<file path="config.mk">
export PLATFORM = sky130hd
export DESIGN_NAME = obstacle_render_engine
export DESIGN_NICKNAME = d
export VERILOG_FILES = /design/src/rtl/game_pkg.sv /design/src/rtl/obs_box_test.sv /design/src/rtl/obstacle_render_engine.sv
export SDC_FILE = /design/constraint.sdc
export NUM_CORES = 2
export LEC_CHECK = 0
export ABC_CLOCK_PERIOD_IN_PS = 12550
export BUFFER_PORTS_ARGS = -buffer_cell sky130_fd_sc_hd__buf_4
export CORE_UTILIZATION = 55
export DETAILED_ROUTE_END_ITERATION = 6
export PLACE_DENSITY = 0.77
export SETUP_SLACK_MARGIN = 0.05
export SKIP_CTS_REPAIR_TIMING = 1
export SLEW_MARGIN = 10
export SYNTH_ARGS = -nofsm -noshare
export SYNTH_HDL_FRONTEND = slang
export SYNTH_HIERARCHICAL = 1
export SYNTH_SLANG_ARGS = --single-unit
</file>
<file path="constraint.sdc">
create_clock -name Clk -period 12.55 [get_ports Clk]
set_clock_uncertainty 0.05 [all_clocks]
set_input_delay 0.6275 -clock Clk [delete_from_list [all_inputs] [get_ports Clk]]
set_output_delay 0.6275 -clock Clk [all_outputs]
set_load 0.05 [all_outputs]
</file>
<file path="src/rtl/game_pkg.sv">
// Shared types and helpers for the obstacle render engine.
package game_pkg;

  typedef enum logic [1:0] {
    StPlay,
    StHit,
    StWon
  } game_state_t;

  localparam int unsigned COORD_W_DEFAULT = 10;

  // Upper bounds used by the generic coordinate extractor.
  localparam int unsigned MAX_OBS = 16;
  localparam int unsigned MAX_W   = 16;

  localparam logic [3:0] BALL_RED   = 4'h0;
  localparam logic [3:0] BALL_GREEN = 4'hF;
  localparam logic [3:0] BALL_BLUE  = 4'h0;

  // Extract element idx of width w from a packed coordinate vector.
  function automatic logic [MAX_W-1:0] get_coord(input logic [MAX_OBS*MAX_W-1:0] vec,
                                                 input int unsigned idx,
                                                 input int unsigned w);
    logic [MAX_OBS*MAX_W-1:0] sh;
    logic [MAX_W-1:0]         mask;
    sh   = vec >> (idx * w);
    // w == MAX_W shifts the one out, so the subtraction yields all ones.
    mask = (MAX_W'(1) << w) - MAX_W'(1);
    return sh[MAX_W-1:0] & mask;
  endfunction

endpackage

</file>
<file path="src/rtl/obs_box_test.sv">
// Combinational signed box-overlap test between the ball and one obstacle.
module obs_box_test
  import game_pkg::*;
#(
  parameter int unsigned COORD_W = COORD_W_DEFAULT
) (
  input  logic               i_en,
  input  logic [COORD_W-1:0] i_ax,
  input  logic [COORD_W-1:0] i_ay,
  input  logic [COORD_W-1:0] i_bx,
  input  logic [COORD_W-1:0] i_by,
  input  logic [COORD_W-1:0] i_size,
  output logic               o_hit
);

  logic signed [COORD_W:0]   w_dx, w_dy;
  logic signed [COORD_W:0]   w_adx, w_ady;
  logic signed [COORD_W+1:0] w_adx_ext, w_ady_ext;
  logic signed [COORD_W+1:0] w_lim;

  assign w_dx      = $signed({1'b0, i_ax}) - $signed({1'b0, i_bx});
  assign w_dy      = $signed({1'b0, i_ay}) - $signed({1'b0, i_by});
  assign w_adx     = (w_dx < 0) ? -w_dx : w_dx;
  assign w_ady     = (w_dy < 0) ? -w_dy : w_dy;
  assign w_adx_ext = (COORD_W+2)'(w_adx);
  assign w_ady_ext = (COORD_W+2)'(w_ady);
  // Two radii apart: 2*size, one bit wider so it never wraps.
  assign w_lim     = $signed({1'b0, i_size, 1'b0});

  assign o_hit = i_en && (w_adx_ext < w_lim) && (w_ady_ext < w_lim);

endmodule

</file>
<file path="src/rtl/obstacle_render_engine.sv">
// Ball + obstacle renderer with per-frame collision scan and game FSM.
module obstacle_render_engine
  import game_pkg::*;
#(
  parameter int unsigned NUM_OBS         = 4,
  parameter int unsigned COORD_W         = COORD_W_DEFAULT,
  parameter int unsigned FINISH_X        = 320,
  parameter int unsigned HIT_HOLD_FRAMES = 30
) (
  input  logic                       Clk,
  input  logic                       Reset,
  input  logic                       frame_start,
  input  logic [COORD_W-1:0]         DrawX,
  input  logic [COORD_W-1:0]         DrawY,
  input  logic [COORD_W-1:0]         BallX,
  input  logic [COORD_W-1:0]         BallY,
  input  logic [COORD_W-1:0]         Ball_size,
  input  logic [NUM_OBS*COORD_W-1:0] ObsX,
  input  logic [NUM_OBS*COORD_W-1:0] ObsY,
  input  logic [NUM_OBS-1:0]         obs_enable,
  input  logic [3:0]                 foreground,
  input  logic [3:0]                 background,
  output logic [3:0]                 Red,
  output logic [3:0]                 Green,
  output logic [3:0]                 Blue,
  output logic [NUM_OBS-1:0]         collision_vec,
  output logic                       collision,
  output logic                       reset_player,
  output logic                       finish_line_reached,
  output logic                       scan_busy
);

  localparam int unsigned IDX_W = (NUM_OBS > 1) ? $clog2(NUM_OBS) : 1;
  localparam int unsigned SQ_W  = 2 * COORD_W + 3;
  localparam int unsigned CNT_W = (HIT_HOLD_FRAMES > 1) ? $clog2(HIT_HOLD_FRAMES + 1) : 1;
  localparam int unsigned EXT_W = MAX_OBS * MAX_W;

  logic [EXT_W-1:0] w_obsx_ext, w_obsy_ext;
  assign w_obsx_ext = EXT_W'(ObsX);
  assign w_obsy_ext = EXT_W'(ObsY);

  // ---------------------------------------------------------------- pixel pipeline
  // w_on[NUM_OBS] is the ball, lower bits are obstacles.
  logic [NUM_OBS:0] w_on;

  genvar g;
  for (g = 0; g <= NUM_OBS; g++) begin : g_circle
    logic [COORD_W-1:0]     w_cx, w_cy;
    logic signed [COORD_W:0] w_dx, w_dy;
    logic signed [SQ_W-1:0]  w_d2, w_r2;
    if (g == NUM_OBS) begin : g_ball
      assign w_cx = BallX;
      assign w_cy = BallY;
    end else begin : g_obs
      assign w_cx = COORD_W'(get_coord(w_obsx_ext, g, COORD_W));
      assign w_cy = COORD_W'(get_coord(w_obsy_ext, g, COORD_W));
    end
    assign w_dx   = $signed({1'b0, DrawX}) - $signed({1'b0, w_cx});
    assign w_dy   = $signed({1'b0, DrawY}) - $signed({1'b0, w_cy});
    assign w_d2   = SQ_W'(w_dx) * SQ_W'(w_dx) + SQ_W'(w_dy) * SQ_W'(w_dy);
    assign w_r2   = $signed(SQ_W'(Ball_size)) * $signed(SQ_W'(Ball_size));
    assign w_on[g] = (w_d2 <= w_r2);
  end

  logic               r_ball_on;
  logic [NUM_OBS-1:0] r_obs_on;
  logic [3:0]         r_red, r_green, r_blue;

  // S1: register per-object on-bits; disabled obstacles never light.
  always_ff @(posedge Clk) begin
    if (Reset) begin
      r_ball_on <= 1'b0;
      r_obs_on  <= '0;
    end else begin
      r_ball_on <= w_on[NUM_OBS];
      r_obs_on  <= w_on[NUM_OBS-1:0] & obs_enable;
    end
  end

  // S2: colour priority ball > any obstacle > background.
  always_ff @(posedge Clk) begin
    if (Reset) begin
      r_red   <= '0;
      r_green <= '0;
      r_blue  <= '0;
    end else if (r_ball_on) begin
      r_red   <= BALL_RED;
      r_green <= BALL_GREEN;
      r_blue  <= BALL_BLUE;
    end else if (|r_obs_on) begin
      r_red   <= foreground;
      r_green <= foreground >> 1;
      r_blue  <= foreground >> 1;
    end else begin
      r_red   <= background;
      r_green <= background;
      r_blue  <= background;
    end
  end

  assign Red   = r_red;
  assign Green = r_green;
  assign Blue  = r_blue;

  // ---------------------------------------------------------------- collision scan
  logic               r_busy;
  logic [IDX_W-1:0]   r_idx;
  logic [NUM_OBS-1:0] r_shadow, r_coll_vec;
  logic [COORD_W-1:0] r_bx, r_by, r_bs;
  logic [COORD_W-1:0] w_sx, w_sy;
  logic               w_box_hit, w_last, w_commit;
  logic [NUM_OBS-1:0] w_new_vec;

  assign w_sx = COORD_W'(get_coord(w_obsx_ext, 32'(r_idx), COORD_W));
  assign w_sy = COORD_W'(get_coord(w_obsy_ext, 32'(r_idx), COORD_W));

  obs_box_test #(
    .COORD_W(COORD_W)
  ) u_box (
    .i_en   (obs_enable[r_idx]),
    .i_ax   (r_bx),
    .i_ay   (r_by),
    .i_bx   (w_sx),
    .i_by   (w_sy),
    .i_size (r_bs),
    .o_hit  (w_box_hit)
  );

  assign w_last   = (r_idx == IDX_W'(NUM_OBS - 1));
  // A frame_start on the final cycle aborts the scan instead of committing it.
  assign w_commit = r_busy && w_last && !frame_start;

  // Shadow vector with the current index's result merged in.
  always_comb begin
    w_new_vec        = r_shadow;
    w_new_vec[r_idx] = w_box_hit;
  end

  // Scan sequencer: start/restart on frame_start, commit after the last index.
  always_ff @(posedge Clk) begin
    if (Reset) begin
      r_busy     <= 1'b0;
      r_idx      <= '0;
      r_shadow   <= '0;
      r_coll_vec <= '0;
      r_bx       <= '0;
      r_by       <= '0;
      r_bs       <= '0;
    end else if (frame_start) begin
      r_busy   <= 1'b1;
      r_idx    <= '0;
      r_shadow <= '0;
      r_bx     <= BallX;
      r_by     <= BallY;
      r_bs     <= Ball_size;
    end else if (r_busy) begin
      r_shadow <= w_new_vec;
      if (w_last) begin
        r_busy     <= 1'b0;
        r_coll_vec <= w_new_vec;
      end else begin
        r_idx <= r_idx + 1'b1;
      end
    end
  end

  assign scan_busy     = r_busy;
  assign collision_vec = r_coll_vec;
  assign collision     = |r_coll_vec;

  // ---------------------------------------------------------------- game FSM
  game_state_t      r_state, w_state_d;
  logic [CNT_W-1:0] r_cnt, w_cnt_d;
  logic             r_pulse, w_pulse_d;

  // FSM state, hold-off counter and registered reset_player pulse.
  always_ff @(posedge Clk) begin
    if (Reset) begin
      r_state <= StPlay;
      r_cnt   <= '0;
      r_pulse <= 1'b0;
    end else begin
      r_state <= w_state_d;
      r_cnt   <= w_cnt_d;
      r_pulse <= w_pulse_d;
    end
  end

  // Next-state: hits win over finish; HIT counts frames before returning to PLAY.
  always_comb begin
    w_state_d = r_state;
    w_cnt_d   = r_cnt;
    w_pulse_d = 1'b0;
    case (r_state)
      StPlay: begin
        if (w_commit) begin
          if (|w_new_vec) begin
            w_state_d = StHit;
            w_pulse_d = 1'b1;
            w_cnt_d   = '0;
          end else if (r_bx >= COORD_W'(FINISH_X)) begin
            w_state_d = StWon;
          end
        end
      end
      StHit: begin
        if (frame_start) begin
          if (r_cnt == CNT_W'(HIT_HOLD_FRAMES - 1)) begin
            w_state_d = StPlay;
            w_cnt_d   = '0;
          end else begin
            w_cnt_d = r_cnt + 1'b1;
          end
        end
      end
      StWon: begin
        w_state_d = StWon;
      end
      default: begin
        w_state_d = StPlay;
      end
    endcase
  end

  assign reset_player        = r_pulse;
  assign finish_line_reached = (r_state == StWon);

endmodule
</file>
# [Yosys cells after proc, flatten, opt, wreduce, memory -nomap -nowiden]
# Cells that the tools add are included.
[op_classes] n_mux=25 n_shift=2 n_reduce_logical=18 multipliers=12 order_cmp=12 eq_ne=9 n_bitwise=5 n_addsub=21
[op_table] op="11-bit by 11-bit multiplier with 22-bit output" count=10
[op_table] op="10-bit by 10-bit subtractor with 11-bit output" count=12
[op_table] op="22-bit by 22-bit adder with 23-bit output" count=5
[op_table] op="23-bit <= comparator" count=4
[op_table] op="40-bit by 6-bit >> shifter with 10-bit output" count=2
[op_table] op="11-bit by 12-bit < comparator with 1-bit output" count=2
[op_table] op="23-bit by 21-bit <= comparator with 1-bit output" count=1
[op_table] op="11-bit by 1-bit < comparator with 1-bit output, second input constant" count=2
[op_table] op="11-bit two-way mux" count=2
[op_table] op="11-bit negation" count=2
[op_table] op="10-bit by 10-bit multiplier with 20-bit output" count=1
[op_table] op="5-bit two-way mux" count=4
[op_table] op="4-bit two-way mux" count=3
[op_table] op="4-bit OR reduction" count=3
[op_table] op="10-bit by 9-bit greater-or-equal comparator with 1-bit output, second input constant" count=1
[op_table] op="2-bit two-way mux" count=5
[op_table] op="5-bit one-hot mux with 2 select lines" count=1
[op_table] op="2-bit != test, second input constant" count=4
[op_table] op="4-bit AND reduction" count=2
[op_table] op="1-bit two-way mux" count=6
[op_table] op="2-bit one-hot mux with 3 select lines" count=1
[op_table] op="5-bit by 1-bit adder with 5-bit output, second input constant" count=1
[op_table] op="5-bit equality test, second input constant" count=1
[op_table] op="1-bit logical AND" count=5
[op_table] op="other kinds (19)" count=24
[word_totals] in_bits=145 reg_bits=66 elab_cells=119 output_inout_bits=20

# [Depth between registers and ports, before layout]
[logic_depth] ltp_word=13 mapped_depth=44 ltp_nobuf=44

# [Cells and area by module]
# The synthesis kept the hierarchy.
[modules_own_cells] mod="obstacle_render_engine" n_inst=1 area_per_inst_um2=55346.8 seq_area_each_um2=1321.3 cells_each=6122
[modules_own_cells] mod="obs_box_test" n_inst=1 area_per_inst_um2=1849.3 seq_area_each_um2=0.0 cells_each=255

# [Worst setup path before layout]
# No wires, ideal clock.
[synth_timing] path_kind="input to register" startpoint="input port DrawY[0]" endpoint="register r_obs_on[3]" t_required_ps=12408 path_stages=40 setup_time_ps=92 t_arrival_ps=9968 path_buffers=0 setup_slack_ps=2440 cell_sequence="inv_1 -> ha_1 -> inv_1 -> fa_1 -> a21o_1 -> a21oi_1 -> o21ai_0 -> a21oi_1 -> o21bai_1 -> a21oi_1 -> o21ai_1 -> nor2_1 -> inv_1 -> fa_1 -> fa_1 -> inv_1 -> fa_1 -> fa_1 -> [... 4 more ...] -> inv_1 -> ha_1 -> a21o_1 -> a21o_1 -> a21oi_1 -> nand2_1 -> a31o_2 -> a221o_1 -> a21oi_1 -> xnor2_1 -> ha_1 -> and3_1 -> nand3_1 -> o21ai_0 -> a211oi_1 -> a31oi_1 -> or3_1 -> o32ai_1"
[synth_via] elab_chain_len=5
[synth_rtl] element="start: declaration" line="obstacle_render_engine.sv:14" source="input logic [COORD_W-1:0] DrawY,"
[synth_rtl] element="10-bit by 10-bit subtractor with 11-bit output" line="obstacle_render_engine.sv:59" source="assign w_dy = $signed({1'b0, DrawY}) - $signed({1'b0, w_cy});"
[synth_rtl] element="11-bit by 11-bit multiplier with 22-bit output" line="obstacle_render_engine.sv:60" source="assign w_d2 = SQ_W'(w_dx) * SQ_W'(w_dx) + SQ_W'(w_dy) * SQ_W'(w_dy);"
[synth_rtl] element="22-bit by 22-bit adder with 23-bit output" line="obstacle_render_engine.sv:60"
[synth_rtl] element="23-bit <= comparator" line="obstacle_render_engine.sv:62" source="assign w_on[g] = (w_d2 <= w_r2);"
[synth_rtl] element="4-bit bitwise AND" line="obstacle_render_engine.sv:76" source="r_obs_on <= w_on[NUM_OBS-1:0] & obs_enable;"
[synth_rtl] element="end signal: assignment" line="obstacle_render_engine.sv:76"
[synth_rtl] element="end: declaration" line="obstacle_render_engine.sv:66" source="logic [NUM_OBS-1:0] r_obs_on;"
# Every way passes these cells.
# A chain may end at the register's enable or synchronous reset.

# [Final worst setup path]
[layout_timing] startpoint="input port DrawY[0]" endpoint="register r_obs_on[0]"
# Same word-level chain as after synthesis.

==> load_flow_metrics.sql <==
INSERT INTO impl_metrics (metric_group, metric, value, unit) VALUES
('floorplan', 'core_region_area', '102000', 'sq um'),
('yosys', 'synthesis.area', '57200', 'sq um'),
('route', 'vias', '43900', ''),
('layout', 'layout.core_utilization', '59.1', '%'),
('timing', 'rsz0062_at_grt', 'false', ''),
('route', 'first_iter_violations', '3874', ''),
('clock_network', 'cts_inserted_buffers', '9', ''),
('floorplan', 'floorplan.die_area', '105000', 'sq um'),
('min_path', 'timing.hold.worst.class', 'register to register', ''),
('place', 'pre_cts_ws', '1.18', 'ns'),
('route', 'postRouteWirelength', '161000', 'um'),
('layout', 'final_cell_mix', 'inv_1 (1,821), fa_1 (1,275), ha_1 (729), nor2_1 (459), nand2_1 (400)', ''),
('worst_setup_path', 'critical_path.reg2reg.endpoint', 'r_cnt[3]', ''),
('timing', 'fmax', '89.4', 'MHz'),
('worst_setup_path', 'most_used_cell_cp', 'fa_1', ''),
('floorplan', 'io_pins', '165', ''),
('layout', 'num-nets-final', '8655', ''),
('yosys', 'yosys_most_used_dff', 'dfxtp_1', ''),
('route', 'route.antenna.remaining_nets', '0', ''),
('floorplan', 'die_width', '324', 'um'),
('route', 'remaining_drc_errors', '0', ''),
('timing', 'setup_viol', '0', ''),
('route', 'routedLengthMet1', '62000', 'um'),
('layout', 'layout.filler_cells', '8765', ''),
('global_routing', 'grt_pass1_vias', '46800', ''),
('worst_setup_path', 'timing.critical_path.required', '12.79', 'ns'),
('timing', 'timing.slew.headroom', '10.3', '%'),
('yosys', 'ys.warnings.count', '6', ''),
('layout', 'area_growth', '5.80', '%'),
('min_path', 'worstHoldStart', 'r_shadow[3]', ''),
('yosys', 'synth_cells', '6377', ''),
('yosys', 'synth_edf_count', '0', ''),
('worst_setup_path', 'critical_path.max_stage_delay', '0.62', 'ns'),
('worst_setup_path', 'reg2reg_slack', '5.70', 'ns'),
('route', 'route.top_layer_used', 'met5', ''),
('timing', 'fin_crit_sh', '89.1', '%'),
('worst_setup_path', 'worst_path_max_delay_cell', 'a2111oi_0', ''),
('clock_network', 'cts.clk_slew.worst_paths', '0.08', 'ns'),
('timing', 'timing.final.hold_violations', '0', ''),
('clock_network', 'worst_skew_pair.late_latency', '0.38', 'ns'),
('worst_setup_path', 'rr_worst_depth', '25', ''),
('clock_network', 'clkSinkCount', '66', ''),
('yosys', 'mappedNetlistNets', '8526', ''),
('clock_network', 'cts_tree', 'done', ''),
('yosys', 'synth-async-reset-ratio', '0', '%'),
('route', 'detailroute.wirelength.met2', '70300', 'um'),
('yosys', 'synth_seq_area_share', '2.31', '%'),
('run_status', 'outcome', 'completed', ''),
('yosys', 'ys_seq_elements', '66', ''),
('timing', 'finalSetupTns', '0', 'ns'),
('global_routing', 'grt_antenna_before_repair', '14', ''),
('worst_setup_path', 'reg2reg_from', 'r_idx[0]', ''),
('min_path', 'terminating_pin_of_the_worst_hold_path', 'r_shadow[3]', ''),
('timing', 'final-max-slew-violation-count', '0', ''),
('place', 'port_buffers', '164', ''),
('clock_network', 'htree_num_levels', '3', ''),
('route', 'avgRoutedWirePerCell', '20.4', 'um'),
('floorplan', 'initial_utilization', '55.8', '%'),
('floorplan', 'die_h', '324', 'um'),
('layout', 'final_common_cell', 'inv_1', ''),
('clock_network', 'clock_root_buffer', 'clkbuf_16', ''),
('place', 'placed_cells_incl_taps', '7863', ''),
('global_routing', 'globalRouteTotalUtil', '31.5', '%'),
('timing', 'final_critical_path_setup_slack', '1.37', 'ns'),
('place', 'gp_congestion', '0.984', ''),
('clock_network', 'ctsLongestPathBuffers', '2', ''),
('worst_setup_path', 'setup.worst_path.class', 'input port to register', ''),
('route', 'firstDrtPassIters', '6', ''),
('yosys', 'synth_cell_types', '90', ''),
('worst_setup_path', 'cp_data_arrival_time', '11.43', 'ns'),
('global_routing', 'grt_first_pass_wirelength', '255000', 'um');
## cells in the mapped netlist, drive strengths merged, types with 6 or more instances
cell type / n / area [sq um]
mux2i: 43 / 430
mux4: 21 / 473
nor2b: 57 / 364
or2: 30 / 188
a21boi: 43 / 323
nor3: 124 / 621
o21a: 50 / 375
o311ai: 8 / 100
or3: 21 / 131
o31a: 7 / 62.6
nand4: 23 / 144
a211oi: 23 / 195
a21oi: 155 / 791
and2: 93 / 582
dfxtp: 66 / 1320
a311oi: 6 / 65.1
xnor2: 191 / 1730
clkbuf: 77 / 289
o211ai: 15 / 113
or4: 6 / 45.0
ha: 729 / 9120
o21bai: 11 / 82.6
o2111ai: 6 / 52.6
o31ai: 10 / 88.8
fa: 1275 / 25500
and3: 23 / 144
nor2: 460 / 1730
xor2: 63 / 552
buf: 26 / 123
a221o: 6 / 60.1
clkinv: 28 / 105
inv: 1835 / 6890
nand2: 400 / 1500
a31oi: 31 / 194
nand3: 85 / 435
a21o: 81 / 608
o21ai: 128 / 641
nand2b: 45 / 282
## how the worst max path moves through the flow
stage | startpoint | end | slack (ns) | cells past startpoint
2_1_floorplan | DrawY[0] | r_obs_on[3] | 2.44 | 40
3_3_place_gp | DrawY[0] | r_obs_on[0] | 1.55 | 40
3_5_place_dp | DrawY[0] | r_obs_on[0] | 1.18 | 40
4_1_cts | DrawY[0] | r_obs_on[0] | 1.53 | 40
5_1_grt | DrawY[0] | r_obs_on[3] | 0.85 | 42
6_report | DrawY[0] | r_obs_on[0] | 1.37 | 40
## area by class of cell
type	count	area, sq um	share of cell area (%)
tap	1368	1710	2.83
sequential	66	1320	2.19
timing repair buffer	221	1660	2.74
antenna	5	12.5	0.0207
clock buffer	12	256	0.424
inverter	1863	6990	11.6
multi-input combinational	4345	48500	80.2
clock inverter	2	37.5	0.0620
## cell families after synthesis
| kind of cell | Yosys count | share of synthesized area [%] |
|---|---|---|
| AO/OA/AOI/OAI | 625 | 7.37 |
| AND/OR/NAND/NOR | 1397 | 11.2 |
| buffers and inverters | 1966 | 12.9 |
| flip-flops | 66 | 2.31 |
| XOR/XNOR | 254 | 3.99 |
| multiplexers | 65 | 1.60 |
| adder cells (fa/ha/maj) | 2004 | 60.6 |
## critical path, delay by kind of cell
| family | cells | cell delay, ns |
|---|---|---|
| buffers and inverters | 9 | 1.60 |
| AO/OA/AOI/OAI | 13 | 2.92 |
| XOR/XNOR | 1 | 0.11 |
| AND/OR/NAND/NOR | 6 | 1.30 |
| adder cells (fa/ha/maj) | 11 | 4.85 |
## per-layer routing
layer,up-vias,track usage [%]
li1,19500,-
met1,21900,40.9
met2,2057,48.1
met3,407,10.9
met4,18,13.1
met5,-,0
## registers in the layout, summed over array words and instances, names as in the netlist, 5 cells and up
name / count
r_bs: 10
r_bx: 10
r_by: 10
r_cnt: 5
## through the flow
step,instance area (sq um),hold WS [ns]
after floorplan,57200,0.382
after global placement,60200,0.392
after detailed placement,60200,0.394
after CTS,60500,0.404
after global routing,60500,0.450
final,60500,0.408
Power is not shown: default switching activity piles up to over one toggle a cycle in this logic, so the estimate is an artifact.
